## config.mk

```make
export PLATFORM = sky130hd
export DESIGN_NAME = match_sched
export DESIGN_NICKNAME = d
export VERILOG_FILES = /design/src/rtl/match_pkg.sv /design/src/rtl/match_delay_line.sv /design/src/rtl/match_sched.sv
export SDC_FILE = /design/constraint.sdc
export NUM_CORES = 1
export LEC_CHECK = 0
export CAP_MARGIN = 20
export CORE_UTILIZATION = 43
export CTS_CLUSTER_DIAMETER = 80
export DETAILED_ROUTE_END_ITERATION = 16
export PLACE_DENSITY = 0.84
export SLEW_MARGIN = 0
export SYNTH_ARGS = -nofsm -noshare
export SYNTH_HDL_FRONTEND = slang
export SYNTH_SLANG_ARGS = --single-unit
```

## constraint.sdc

```tcl
create_clock -name clk -period 3.15 [get_ports clk]
set_input_delay 0.4725 -clock clk [delete_from_list [all_inputs] [get_ports clk]]
set_output_delay 0.4725 -clock clk [all_outputs]
set_load 0.005 [all_outputs]
```

## src/rtl/match_pkg.sv

```systemverilog
// rtl/match_pkg.sv - shared widths and sequencer state type for the matcher
package match_pkg;
   localparam int IDX_W  = 10;
   localparam int HD_W   = 8;
   localparam int COOR_W = 20;
   localparam int DES_W  = 128;
   localparam int FEAT_W = 148;

   typedef enum logic [2:0] {
      S_IDLE,
      S_CLR,
      S_SWEEP,
      S_WAIT,
      S_EMIT,
      S_FIN
   } sched_state_t;
endpackage

```

## src/rtl/match_delay_line.sv

```systemverilog
// rtl/match_delay_line.sv - 1-bit shift register with synchronous clear
module match_delay_line #(
   parameter int DEPTH = 1
) (
   input  logic clk,
   input  logic clear,
   input  logic din,
   output logic dout
);
   generate
      if (DEPTH == 0) begin : g_pass
         logic unused_pass;
         assign unused_pass = clk ^ clear;
         assign dout = din;
      end else begin : g_pipe
         logic [DEPTH-1:0] taps;
         always_ff @(posedge clk) begin
            if (clear) begin
               taps <= '0;
            end else begin
               taps[0] <= din;
               for (int i = 1; i < DEPTH; i++) begin
                  taps[i] <= taps[i-1];
               end
            end
         end
         assign dout = taps[DEPTH-1];
      end
   endgenerate
endmodule

```

## src/rtl/match_sched.sv

```systemverilog
// rtl/match_sched.sv - sweeps every slave feature per main feature through match_core
// and emits thresholded best-match records on a valid/ready port.
module match_sched
   import match_pkg::*;
#(
   parameter int RD_LAT = 1
) (
   input  logic              clk,
   input  logic              clear,
   input  logic              start,
   input  logic [IDX_W-1:0]  num_main,
   input  logic [IDX_W-1:0]  num_slave,
   input  logic [HD_W-1:0]   hd_thresh,
   output logic              main_rd,
   output logic [IDX_W-1:0]  main_addr,
   output logic              slave_rd,
   output logic [IDX_W-1:0]  slave_addr,
   output logic              core_clear,
   output logic              core_en,
   input  logic              core_done,
   input  logic [IDX_W-1:0]  core_index,
   input  logic [COOR_W-1:0] core_coor,
   input  logic [HD_W-1:0]   core_min_hd,
   output logic              out_valid,
   input  logic              out_ready,
   output logic [IDX_W-1:0]  out_main_idx,
   output logic [IDX_W-1:0]  out_slave_idx,
   output logic [COOR_W-1:0] out_coor,
   output logic [HD_W-1:0]   out_hd,
   output logic              busy,
   output logic              done,
   output logic [IDX_W-1:0]  match_count
);
   sched_state_t state, state_nx;

   logic [IDX_W-1:0] m, s, n_main, n_slave;
   logic [HD_W-1:0]  thresh;
   logic             last_main, last_slave, accept;

   assign last_main  = (m == n_main - IDX_W'(1));
   assign last_slave = (s == n_slave - IDX_W'(1));
   assign accept     = core_done && (core_min_hd <= thresh);

   always_ff @(posedge clk) begin
      if (clear) begin
         state <= S_IDLE;
      end else begin
         state <= state_nx;
      end
   end

   always_comb begin
      state_nx   = state;
      main_rd    = 1'b0;
      slave_rd   = 1'b0;
      core_clear = 1'b0;
      done       = 1'b0;
      busy       = 1'b1;
      case (state)
         S_IDLE: begin
            busy = 1'b0;
            if (start) state_nx = (num_main == '0) ? S_FIN : S_CLR;
         end
         S_CLR: begin
            core_clear = 1'b1;
            main_rd    = 1'b1;
            if (n_slave == '0) state_nx = last_main ? S_FIN : S_CLR;
            else               state_nx = S_SWEEP;
         end
         S_SWEEP: begin
            slave_rd = 1'b1;
            if (last_slave) state_nx = S_WAIT;
         end
         S_WAIT: begin
            if (core_done) begin
               if (accept)         state_nx = S_EMIT;
               else if (last_main) state_nx = S_FIN;
               else                state_nx = S_CLR;
            end
         end
         S_EMIT: begin
            if (out_ready) state_nx = last_main ? S_FIN : S_CLR;
         end
         S_FIN: begin
            busy     = 1'b0;
            done     = 1'b1;
            state_nx = S_IDLE;
         end
         default: begin
            busy     = 1'b0;
            state_nx = S_IDLE;
         end
      endcase
   end

   // Run parameters, sweep counters and the pending output record.
   always_ff @(posedge clk) begin
      if (clear) begin
         m             <= '0;
         s             <= '0;
         n_main        <= '0;
         n_slave       <= '0;
         thresh        <= '0;
         out_valid     <= 1'b0;
         out_main_idx  <= '0;
         out_slave_idx <= '0;
         out_coor      <= '0;
         out_hd        <= '0;
         match_count   <= '0;
      end else begin
         case (state)
            S_IDLE: begin
               if (start) begin
                  n_main      <= num_main;
                  n_slave     <= num_slave;
                  thresh      <= hd_thresh;
                  m           <= '0;
                  match_count <= '0;
               end
            end
            S_CLR: begin
               s <= '0;
               if (n_slave == '0 && !last_main) m <= m + IDX_W'(1);
            end
            S_SWEEP: begin
               s <= s + IDX_W'(1);
            end
            S_WAIT: begin
               if (accept) begin
                  out_valid     <= 1'b1;
                  out_main_idx  <= m;
                  out_slave_idx <= core_index;
                  out_coor      <= core_coor;
                  out_hd        <= core_min_hd;
               end else if (core_done && !last_main) begin
                  m <= m + IDX_W'(1);
               end
            end
            S_EMIT: begin
               if (out_ready) begin
                  out_valid   <= 1'b0;
                  match_count <= match_count + IDX_W'(1);
                  if (!last_main) m <= m + IDX_W'(1);
               end
            end
            default: begin
            end
         endcase
      end
   end

   assign main_addr  = main_rd  ? m : '0;
   assign slave_addr = slave_rd ? s : '0;

   // Aligns core_en with the slave RAM read data.
   match_delay_line #(
      .DEPTH (RD_LAT)
   ) u_en_pipe (
      .clk   (clk),
      .clear (clear),
      .din   (slave_rd),
      .dout  (core_en)
   );
endmodule

```

# Word-level counts from Yosys, hierarchy flattened
# Cells that the tools add are included.
[word_totals]
out_inout_bits = 85
ff_bits = 111
[classes]
reduce_logical = 18
n_mux = 28
magnitude_cmp = 1
eq_ne = 16
add_sub_neg = 5
[op_table]
columns = ["operator", "count"]
rows = [
  ["$mux 10", 9],
  ["$pmux 10 s2", 2],
  ["$pmux 10 s4", 1],
  ["$add 10x1->10 const B", 3],
  ["$mux 3", 8],
  ["$eq 10x10->1", 2],
  ["$logic_not 10->1", 2],
  ["$sub 10x1->10 const B", 2],
  ["$ne 2x2->1 const B", 9],
  ["$pmux 3 s5", 1],
  ["$le 8x8->1", 1],
  ["$reduce_and 7->1", 1],
  ["$eq 3x2->1 const B", 2],
  ["$eq 3x3->1 const B", 2],
  ["$mux 1", 6],
  ["$reduce_and 3->1", 2],
  ["$reduce_bool 2->1", 3],
  ["$reduce_and 2->1", 2],
  ["$reduce_and 4->1", 1],
  ["$reduce_bool 4->1", 1],
  ["$reduce_or 4->1", 1],
  ["$eq 3x1->1 const B", 1],
  ["$logic_and 1x1->1", 3],
  ["$logic_not 3->1", 1],
  ["other kinds (2)", 2],
]

# Longest topological paths before layout
[logic_depth]
word_depth = 7
ltp_mapped = 12

# By module
# From an unflattened synthesis, not the netlist that was laid out.
[unflattened]
hier_cells = 690
hier_area_um2 = 5315.1
[by_module_without_submodules]
columns = ["mod", "n_inst", "cells_per_inst", "area_per_inst_um2"]
rows = [
  ["match_sched", 1, 688, 5281.3],
  ["match_delay_line", 1, 2, 33.8],
]

# Worst setup path before layout
# Ideal clock, no wire load.
[synth_timing]
path_type = "register -> register"
startpoint = "register n_slave[0]"
endpoint = "register m[9]"
setup_slack_ns = 0.207
t_arrival_ns = 2.873
path_buffers = 0
stages_incl_launch_ff = 11
setup_ns = 0.070
period_less_slack_ns = 2.943
required_time_ns = 3.080
path_cell_list = "dfxtp_1 > inv_1 > ha_1 > or4b_4 > or4_4 > or3_4 > o21ai_2 > a21o_2 > nand4_4 > or4_1 > a21oi_1"
[synth_via]
elab_chain_len = 4
[synth_rtl]
columns = ["element", "line_no", "source"]
rows = [
  ["from (decl)", "match_sched.sv:36", "logic [IDX_W-1:0] m, s, n_main, n_slave;"],
  ["from (signal assigned)", "match_sched.sv:115", "n_slave <= num_slave;"],
  ["$logic_not 10->1", "match_sched.sv:123", "if (n_slave == '0 && !last_main) m <= m + IDX_W'(1);"],
  ["$logic_and 1x1->1", "match_sched.sv:123", ""],
  ["$ne 2x2->1 (no line)", "n/a", ""],
  ["$reduce_and 7->1 (no line)", "n/a", ""],
  ["to (signal assigned)", "match_sched.sv:123", ""],
  ["to (signal assigned)", "match_sched.sv:136", "m <= m + IDX_W'(1);"],
  ["to (signal assigned)", "match_sched.sv:143", "if (!last_main) m <= m + IDX_W'(1);"],
  ["to (decl)", "match_sched.sv:36", ""],
]
# No other way between the ends.
# A chain may end at the register's enable or synchronous reset.

# Final worst setup path
# Same ends and word-level chain as after synthesis.

==> flow_summary.toml <==
[status]
status = "finished clean"

[clock_network]
tritoncts = "done"
clk_pin_slew_worst_paths_ns = 0.07
ctsLongestPathBuffers = 2
htreeDepth = 3
cts_sinks = 111
cts_buffers = 9
clock_latency_ns = 0.35
cts-root-buf = "clkbuf_16"
post_cts_resized = 0

[logic_synthesis]
synthSimpleGateAreaFrac_pct = 27.86
yosysSeqAreaShare_pct = 42.36
yosys.area_share.xor_xnor_pct = 5.175
synth_compound_area_share_pct = 16.60
synth_area_um2 = 5246
synth_top_area_share_pct = 42.36
ys_warn_count = 0
syn_avg_cell_area_um2 = 7.659
synth_top_family_by_area = "simple AND/OR/NAND/NOR gates"
synthTopCellsByCount = "176 x nand2_1, 111 x dfxtp_1, 105 x a21oi_1, 39 x clkbuf_1, 27 x nor2_1"
async_reset_ff_share_pct = 0
synth_top_area_cell = "dfxtp_1"
synth.area.mux_share_pct = 0.6201
synth_area_leaders = "dfxtp_1 42%, nand2_1 13%, a21oi_1 10%, ha_1 3.1%, xor2_1 2.8%"
ys.flop_type = "dfxtp_1"
synthAdderAreaFrac_pct = 3.100
synth_most_common_cell = "nand2_1"
synth_cell_types = 52
syn_nets = 769
syn_inst = 685
synth_edf_count = 0
ys_ff_latch = 111

[min_path]
hp-start = "out_slave_idx[7]$_SDFFE_PP0P_"
hold_path_class = "reg2reg"
whs_path_depth = 2
hold_end = "out_slave_idx[7]$_SDFFE_PP0P_"

[die]
initial_core_util_pct = 44.98
die_h_um = 112.5
core-area_um2 = 11660
die_area_um2 = 12650
pin_count = 156
rows = 39
fp.dieW_um = 112.5

[pwr]
p_leak_nw = 2.627
finalPower_mw = 3.289
peakVddDrop_v = 0.0002867
powerDensity_nw_per_um2 = 450.4

[critical_path]
crit_start = "n_slave[0]$_SDFFE_PP0P_"
reg2reg_to = "m[9]$_SDFFE_PP0P_"
rrSetupSlack_ns = 0.13
path_class = "reg2reg"
cp_data_arrival_time_ns = 3.29
slowest_delay_ns = 0.52
path_max_fanout = 5
path_cells = "inv_1 > ha_1 > or4b_4 > or4_4 > or3_4 > o21ai_2 > a21o_2 > nand4_4 > or4_1 > a21oi_1"
crit_path_end_kind = "flop"
required_ns = 3.42
timing.rr.start = "n_slave[0]$_SDFFE_PP0P_"
worst_setup_path_start_kind = "flop"
r2r_cells = 10
slowest_stage = "or4_1"

[timing]
finClkSkew_ns = 0.008845
drv_slew = 0
worst-slew-pin-transition_ns = 0.6894
setup_viol = 0
timing.setup.tns_ns = 0
fin_crit_sh_pct = 95.93
rsz0062_at_grt = "false"
fmaxAchievable_mhz = 330.9
hold_viol = 0
slew_headroom_pct = 54.04
final.min_clock_period_ns = 3.022

[route]
drt_wl_total_um = 13720
vias = 5226
viasPerCell = 5.349
drt-initial-drc-count = 352
route.detailed.drc = 0
ant_nets = 0
routedWlPerCell_um = 14.04
firstDrtPassIters = 5

[final_layout]
final_nets = 913
multiInputGateArea_um2 = 2815
area_growth_pct = 39.21
seq_area_um2 = 2222
drive_gt1_share_pct = 5.875
antennaDiodeCount = 0
fillers = 1001

[placement]
port_buffers = 155
gp_congestion = 0.8550
dp_hpwl_um = 9890

[grt]
antenna_found_initial = 0
grt_pass1_vias = 4620
grt_use_total_pct = 21.57
globalRouteOverflowTotal = 0
grt_first_pass_wirelength_um = 22180
grt_max_degree = 51

[job]
max-cap-violations = 0
## how the worst max path moves through the flow
stage	slack (ns)	cells past startpoint	to
2_1_floorplan	0.21	10	m[9]$_SDFFE_PP0P_
3_3_place_gp	0.11	10	m[9]$_SDFFE_PP0P_
3_5_place_dp	0.03	10	m[9]$_SDFFE_PP0P_
4_1_cts	0.13	10	m[9]$_SDFFE_PP0P_
5_1_grt	0.02	10	m[9]$_SDFFE_PP0P_
6_report	0.13	10	m[9]$_SDFFE_PP0P_
## layout make-up
class                      count  area share [%]
clock inverter                 7           1.096
tap                          143           2.450
timing repair buffer         174           23.47
sequential                   111           30.43
multi-input combinational    515           38.55
clock buffer                   9           3.084
inverter                      18          0.9251
## cell families (layout without fill, tap and decap cells)
logic type | after synthesis | after routing
simple gates | 313 | 313
fa+ha+maj | 13 | 13
xor+xnor | 31 | 31
buf+inv | 59 | 208
mux | 3 | 3
flops | 111 | 111
compound gates | 155 | 155
## what timing repair did
action	in CTS	in global routing
buffers inserted	1	0
hold buffers	0	0
endpoints found under the setup margin	1	0
## critical path, delay by kind of cell, from the launching register on
family / cells / cell delay [ns]
flip-flops: 1 / 0.34
buffers and inverters: 1 / 0.06
AO/OA/AOI/OAI: 3 / 0.43
AND/OR/NAND/NOR: 5 / 1.95
adder cells (fa/ha/maj): 1 / 0.16
## power by group
part           internal [mW]  switching [mW]
Clock                  0.628           0.535
Sequential              1.45          0.0553
Combinational          0.303           0.318
## layer usage
metal	up-vias	track usage, %	share of wire, %	wire (µm)
met5	-	0	0	0
met4	0	5.422	1.1	152
met3	15	4.860	5.8	793
met2	150	38.10	49	6771
met1	2442	26.54	44	6002
li1	2619	-	-	-
## placed cells by master (no fill, tap or decap), types with 4 or more instances in the layout
cell             count
nand4_1             11
xor2_1              17
nor4_1               7
ha_1                13
and2_1              13
nand3_1             21
nor3_1               6
clkdlybuf4s50_1    154
o21ai_0             20
dfxtp_1            111
a21oi_1            105
nand2b_1             5
buf_4               17
xnor2_1             14
clkbuf_16            9
o31ai_1              4
and3_1              18
inv_1               18
nand2_1            176
nor2_1              26
or3_1               12
## through the flow
stage                     cells  area, µm²  setup WS [ns]  hold slack, ns  utilization (%)
after CTS                   977       7303         0.1251          0.4570            62.62
after floorplan             685       5246         0.2071          0.4363                -
after global routing        977       7303        0.02162          0.4731            62.62
final                       977       7303         0.1283          0.4546            62.62
after global placement      960       6978         0.1107          0.4409            59.83
after detailed placement    960       6978        0.03213          0.4462            59.83
## flip-flops by register name (all words and copies together), names as in the netlist, 10 cells and up
signal	count
out_slave_idx	10
m	10
n_slave	10
match_count	10
out_coor	20
out_main_idx	10
s	10
n_main	10
No activity file was read; power rests on OpenSTA's default activity.
